## src/rtl/row_fetch_ctrl.sv

```systemverilog
// row_fetch_ctrl: fetches one 10-cell board row from the shared single-port
// board memory into the Row buffer read by color_mapper, triggered on hsync
// rising edges at block-row boundaries. Display fetches own the memory port
// while a fetch is in flight; game-logic requests are granted only in IDLE.
// Optional feature macro: ROWFETCH_OVERRUN_CNT_EN adds an 8-bit saturating
// overrun event counter on port overrun_cnt.
module row_fetch_ctrl #(
  parameter int SQUARE_SIZE = 21,
  parameter int BOARD_ROWS  = 20,
  parameter int BOARD_COLS  = 10,
  parameter int LAST_LINE   = 479
) (
  input  logic                           Clk,
  input  logic                           reset,
  input  logic                           hs,
  input  logic [9:0]                     DrawY,
  output logic [8:0]                     mem_addr,
  output logic                           mem_rd,
  output logic                           mem_we,
  output logic [15:0]                    mem_wdata,
  input  logic [15:0]                    mem_rdata,
  input  logic                           gl_req,
  input  logic                           gl_we,
  input  logic [8:0]                     gl_addr,
  input  logic [15:0]                    gl_wdata,
  output logic                           gl_gnt,
  output logic [15:0]                    gl_rdata,
  output logic                           gl_rvalid,
  output logic [BOARD_COLS-1:0][15:0]    Row,
  output logic                           rowReady,
  output logic [4:0]                     rowNum,
  output logic                           fetch_overrun
`ifdef ROWFETCH_OVERRUN_CNT_EN
  ,
  output logic [7:0]                     overrun_cnt
`endif
);

  typedef enum logic [1:0] {IDLE, ISSUE, DRAIN, COMMIT} state_t;

  // 10-bit versions of the geometry so the trigger arithmetic stays 10-bit
  localparam logic [9:0] SQ_W     = 10'(SQUARE_SIZE);
  localparam logic [9:0] ROWS_W   = 10'(BOARD_ROWS);
  localparam logic [9:0] LAST_W   = 10'(LAST_LINE);
  localparam logic [3:0] LAST_COL = 4'(BOARD_COLS - 1);

  state_t                        state_q, state_d;
  logic                          hs_q;
  logic [3:0]                    col_q, col_d;
  logic [4:0]                    tgt_q, tgt_d;
  logic                          rd_pend_q;
  logic [3:0]                    rd_col_q;
  logic [BOARD_COLS-1:0][15:0]   shadow_q, shadow_d;
  logic [BOARD_COLS-1:0][15:0]   row_q;
  logic [4:0]                    rownum_q;
  logic                          rowready_q;
  logic                          overrun_q;
  logic                          gl_rvalid_q;

  logic [9:0]                    y_next, quot, rem;
  logic                          trig_hit;
  logic [4:0]                    trig_row;
  logic                          trigger, hs_fall;
  logic                          commit, overrun_evt;
  logic                          gnt;

  // Decode which block row (if any) must be loaded for the line after DrawY.
  // DrawY < LAST_LINE whenever DrawY+1 is used, so the add cannot wrap.
  always_comb begin
    y_next   = DrawY + 10'd1;
    quot     = y_next / SQ_W;
    rem      = y_next % SQ_W;
    trig_hit = 1'b0;
    trig_row = '0;
    if (DrawY >= LAST_W) begin
      trig_hit = 1'b1;
    end else if (rem == 10'd0 && quot < ROWS_W) begin
      trig_hit = 1'b1;
      trig_row = quot[4:0];
    end
  end

  assign trigger = hs & ~hs_q & trig_hit;
  assign hs_fall = ~hs & hs_q;

  // Fetch sequencer: next state, column counter, and overrun detection.
  always_comb begin
    state_d     = state_q;
    col_d       = col_q;
    tgt_d       = tgt_q;
    commit      = 1'b0;
    overrun_evt = 1'b0;
    unique case (state_q)
      IDLE: begin
        if (trigger) begin
          state_d = ISSUE;
          col_d   = '0;
          tgt_d   = trig_row;
        end
      end
      ISSUE: begin
        if (hs_fall) begin
          state_d     = IDLE;
          overrun_evt = 1'b1;
        end else begin
          col_d = col_q + 4'd1;
          if (col_q == LAST_COL) state_d = DRAIN;
        end
      end
      DRAIN: begin
        if (hs_fall) begin
          state_d     = IDLE;
          overrun_evt = 1'b1;
        end else begin
          // Row is loaded on the way into COMMIT so it is visible there
          state_d = COMMIT;
          commit  = 1'b1;
        end
      end
      COMMIT: begin
        // An hs fall here is expected line timing, not an overrun
        state_d = IDLE;
      end
      default: state_d = IDLE;
    endcase
    // A new boundary arriving while still busy means the fetch fell behind
    if (trigger && state_q != IDLE) overrun_evt = 1'b1;
  end

  // Merge the read returning this cycle into the shadow row.
  always_comb begin
    shadow_d = shadow_q;
    if (rd_pend_q && rd_col_q <= LAST_COL) shadow_d[rd_col_q] = mem_rdata;
  end

  // Memory port mux: fetch reads own the port outside IDLE, game logic in IDLE.
  always_comb begin
    gnt       = 1'b0;
    mem_addr  = '0;
    mem_rd    = 1'b0;
    mem_we    = 1'b0;
    mem_wdata = '0;
    if (!reset) begin
      if (state_q == ISSUE) begin
        mem_rd   = 1'b1;
        mem_addr = {tgt_q, col_q};
      end else if (state_q == IDLE && gl_req) begin
        gnt       = 1'b1;
        mem_addr  = gl_addr;
        mem_we    = gl_we;
        mem_rd    = ~gl_we;
        mem_wdata = gl_wdata;
      end
    end
  end

  // State, fetch bookkeeping, committed row and status registers.
  always_ff @(posedge Clk) begin
    if (reset) begin
      state_q     <= IDLE;
      hs_q        <= 1'b0;
      col_q       <= '0;
      tgt_q       <= '0;
      rd_pend_q   <= 1'b0;
      rd_col_q    <= '0;
      shadow_q    <= '0;
      row_q       <= '0;
      rownum_q    <= '0;
      rowready_q  <= 1'b0;
      overrun_q   <= 1'b0;
      gl_rvalid_q <= 1'b0;
    end else begin
      state_q     <= state_d;
      hs_q        <= hs;
      col_q       <= col_d;
      tgt_q       <= tgt_d;
      rd_pend_q   <= (state_q == ISSUE);
      rd_col_q    <= col_q;
      shadow_q    <= shadow_d;
      rowready_q  <= commit;
      overrun_q   <= overrun_q | overrun_evt;
      gl_rvalid_q <= gnt & ~gl_we;
      if (commit) begin
        row_q    <= shadow_d;
        rownum_q <= tgt_q;
      end
    end
  end

`ifdef ROWFETCH_OVERRUN_CNT_EN
  logic [7:0] ovr_cnt_q;

  // Saturating count of overrun events.
  always_ff @(posedge Clk) begin
    if (reset)                              ovr_cnt_q <= '0;
    else if (overrun_evt && ovr_cnt_q != 8'hFF) ovr_cnt_q <= ovr_cnt_q + 8'd1;
  end

  assign overrun_cnt = ovr_cnt_q;
`endif

  assign gl_gnt        = gnt;
  assign gl_rvalid     = gl_rvalid_q;
  assign gl_rdata      = gl_rvalid_q ? mem_rdata : 16'h0000;
  assign Row           = row_q;
  assign rowReady      = rowready_q;
  assign rowNum        = rownum_q;
  assign fetch_overrun = overrun_q;

endmodule
```

## config.mk

```make
export PLATFORM = sky130hd
export DESIGN_NAME = row_fetch_ctrl
export DESIGN_NICKNAME = d
export VERILOG_FILES = /design/src/rtl/row_fetch_ctrl.sv
export SDC_FILE = /design/constraint.sdc
export NUM_CORES = 1
export LEC_CHECK = 0
export BUFFER_PORTS_ARGS = -buffer_cell sky130_fd_sc_hd__buf_4
export CORE_UTILIZATION = 40
export CTS_BUF_LIST = sky130_fd_sc_hd__clkbuf_8
export CTS_CLUSTER_DIAMETER = 150
export CTS_CLUSTER_SIZE = 8
export DETAILED_ROUTE_END_ITERATION = 8
export MAX_ROUTING_LAYER = met4
export PLACE_DENSITY = 0.72
export SYNTH_ARGS = -nofsm -noshare
export SYNTH_HDL_FRONTEND = slang
export SYNTH_SLANG_ARGS = --single-unit
```

## constraint.sdc

```tcl
create_clock -name Clk -period 18.7 [get_ports Clk]
set_input_delay 3.74 -clock Clk [delete_from_list [all_inputs] [get_ports Clk]]
set_output_delay 3.74 -clock Clk [all_outputs]
set_load 0.005 [all_outputs]
```

==> impl_metrics.json <==
{
  "slew_violations": 0,
  "globalplace.congestion": 0.847,
  "synth_seq_area_share": 0.479,
  "fin_crit_sh": 0.604,
  "p_comb_frac": 0.206,
  "synth_top_cells_by_area": "dfxtp_1, mux2i_1, nor2_1",
  "yosysMostFrequentCell": "nor2_1",
  "leakagePower_nw": 6.93,
  "seq_power_share": 0.481,
  "syn_nets": 1619,
  "final-instance-count-excl-fill": 2214,
  "fp.dieW_um": 192,
  "numCtsBuffers": 49,
  "grt_max_degree": 261,
  "routedWlPerCell_um": 18.7,
  "antenna_found_initial": 1,
  "netlist.area_leader.share": 0.479,
  "cts_hold_buf": 0,
  "fmax_mhz": 88.5,
  "multi_input_area_um2": 6980,
  "cp.required_ns": 19.19,
  "seqCellArea_um2": 6910,
  "min_path_type": "flip-flop to flip-flop",
  "run_status": "finished, final reports clean",
  "met1Wirelength_um": 19000,
  "yosysWarnings": 0,
  "post_cts_buffers": 0,
  "final_util": 0.488,
  "setup_violations": 0,
  "ios": 268,
  "cp_max_fo": 12,
  "top_layer": "met4",
  "synth_edf_count": 0,
  "final_hold_viol_count": 0,
  "grt_pass1_vias": 11100,
  "ys_types": 89,
  "cts.sinks": 345,
  "cts_resized": 0,
  "worst_slack_ns": 7.40,
  "arrival_ns": 11.79,
  "synth_ff_type": "dfxtp_1",
  "setup.worst_path.end_class": "flip-flop",
  "synth_cells": 1551,
  "drcViolationCount": 0,
  "first_pass_iters": 5,
  "viasPerCell": 5.41,
  "synth-seq-cells": 345,
  "fin_tns_setup_ns": 0,
  "cap_violations": 0,
  "start_util": 0.406,
  "crit_family": "compound AO/OA/AOI/OAI gates",
  "insertion_delay_ns": 0.59,
  "skew_ns": 0.0297,
  "die_h_um": 192,
  "path_clk_slew_ns": 0.07,
  "power_density_nw_per_um2": 91.7,
  "start_kind": "primary input",
  "die_area_um2": 36800,
  "rows": 69,
  "overflow": 0,
  "drive_above_1_share": 0.215,
  "nFillCells": 3400,
  "cts.htree.levels": 2,
  "synthTopCellsByCount": "nor2_1, dfxtp_1, a211oi_1, mux2i_1, clkbuf_1",
  "clock_path_buffers": 3,
  "portBuffers": 267,
  "dp_cells": 2160,
  "final_nets": 1818,
  "clockPowerShare": 0.313,
  "path_buf_inv": 4,
  "swShare": 0.295,
  "final_antenna_net_count": 0,
  "synth_async_sr_flop_share": 0,
  "syn2layout_area_growth_pct": 20.2,
  "drt_iter0_markers": 655,
  "ir_worst_vdd_uv": 53.8,
  "netlist_area_um2": 14400,
  "num_vias": 12000,
  "wl_met3_um": 2570,
  "dp_hpwl_um": 28100,
  "n_antenna_cell": 0,
  "worstSetupPathType": "primary input to flip-flop",
  "grt_pass1_wl_um": 62800,
  "cts_tree": "yes",
  "core_region_area_um2": 35500,
  "rsz0062_at_grt": "false",
  "period_minus_slack_ns": 11.30,
  "root_buffer": "clkbuf_8",
  "routed-wl-met2_um": 18800,
  "yosys.area.top_type": "dfxtp_1",
  "internal_power_mw": 1.12,
  "switching_power_mw": 0.470,
  "grt_usage": 0.225,
  "wirelength_um": 41400,
  "crit_path_top_delay_cell": "or4_1",
  "crit_path_max_incr_delay_ns": 0.78,
  "tightest_slew_ns": 1.17,
  "relSlewSlack": 0.214,
  "avgSynthCellArea_um2": 9.30,
  "place_ws_ns": 6.92
}
## logic make-up (layout without fill, tap and decap cells)
kind of cell / after synthesis / in the layout / synth area share
xor gates and xnor gates: 18 / 18 / 0.0109
AOI/OAI and AO/OA: 321 / 321 / 0.173
buffers and inverters: 142 / 344 / 0.0390
DFF: 345 / 345 / 0.479
adders and majority gates: 12 / 12 / 0.0104
muxes: 167 / 167 / 0.116
and+or+nand+nor: 546 / 546 / 0.171
## sequential cells by signal (all words and copies together) (netlist names), 2 cells and up
register	count
Row	160
shadow_q	160
rowNum	5
tgt_q	5
col_q	4
rd_col_q	4
state_q	2
## per-layer routing
| layer | vias to the layer above | track usage |
|---|---|---|
| met5 | - | - |
| met4 | 0 | 0.0717 |
| met3 | 71 | 0.0411 |
| met2 | 329 | 0.349 |
| met1 | 5700 | 0.296 |
| li1 | 5872 | - |
## cell type report
cell class                 count  share of cell area
clock inverter                 4             0.00195
clock buffer                  50              0.0397
sequential                   345               0.399
inverter                      13             0.00282
timing repair buffer         277               0.121
multi-input combinational   1064               0.403
tap                          461              0.0333
## layout by cell type, fill, tap and decap left out, types with 10 or more instances in the layout
cell type | netlist | final
a211oi_1 | 167 | 167
a21oi_1 | 26 | 26
a31oi_1 | 12 | 12
and2_1 | 37 | 36
buf_4 | 1 | 275
clkbuf_8 | 0 | 50
dfxtp_1 | 345 | 345
ha_1 | 12 | 12
inv_1 | 13 | 13
mux2i_1 | 163 | 163
nand2_1 | 47 | 47
nand3_1 | 17 | 17
nor2_1 | 356 | 353
nor3_1 | 19 | 18
o211ai_1 | 10 | 10
o21ai_0 | 24 | 24
xnor2_1 | 12 | 12
## metrics by stage
step           hold WS, ns  total power, mW  cell area (µm²)
5_1_grt              0.485             1.67            17300
3_5_place_dp         0.451             1.10            16600
4_1_cts              0.464             1.61            17300
6_report             0.462             1.59            17300
2_1_floorplan        0.441             1.00            14400
3_3_place_gp         0.446             1.10            16600
## power groups by stage
stage | logic (mW) | registers, mW | clock network (mW)
2_1_floorplan | 0.224 | 0.778 | 0
3_3_place_gp | 0.323 | 0.779 | 0
3_5_place_dp | 0.325 | 0.780 | 0
4_1_cts | 0.325 | 0.764 | 0.517
5_1_grt | 0.355 | 0.766 | 0.544
6_report | 0.328 | 0.764 | 0.498
## path summary, 6_finish.rpt
check,to,cells after the start,startpoint,slack [ns]
max,col_q[2],29,DrawY[0],7.40
max reg2reg,Row[129],6,state_q[0],15.96
min reg2reg,rowNum[1],2,rowNum[1],0.46
min,rowNum[1],2,rowNum[1],0.46
## worst reg2reg max path: stages (launching register included)
cell and delay (ns):
dfxtp_1 0.31, inv_1 0.13, ha_1 0.23, and2_4 0.67
buf_12 0.70, nor2_1 0.36, a211oi_1 0.26
Power figures use the tool's default switching activity.
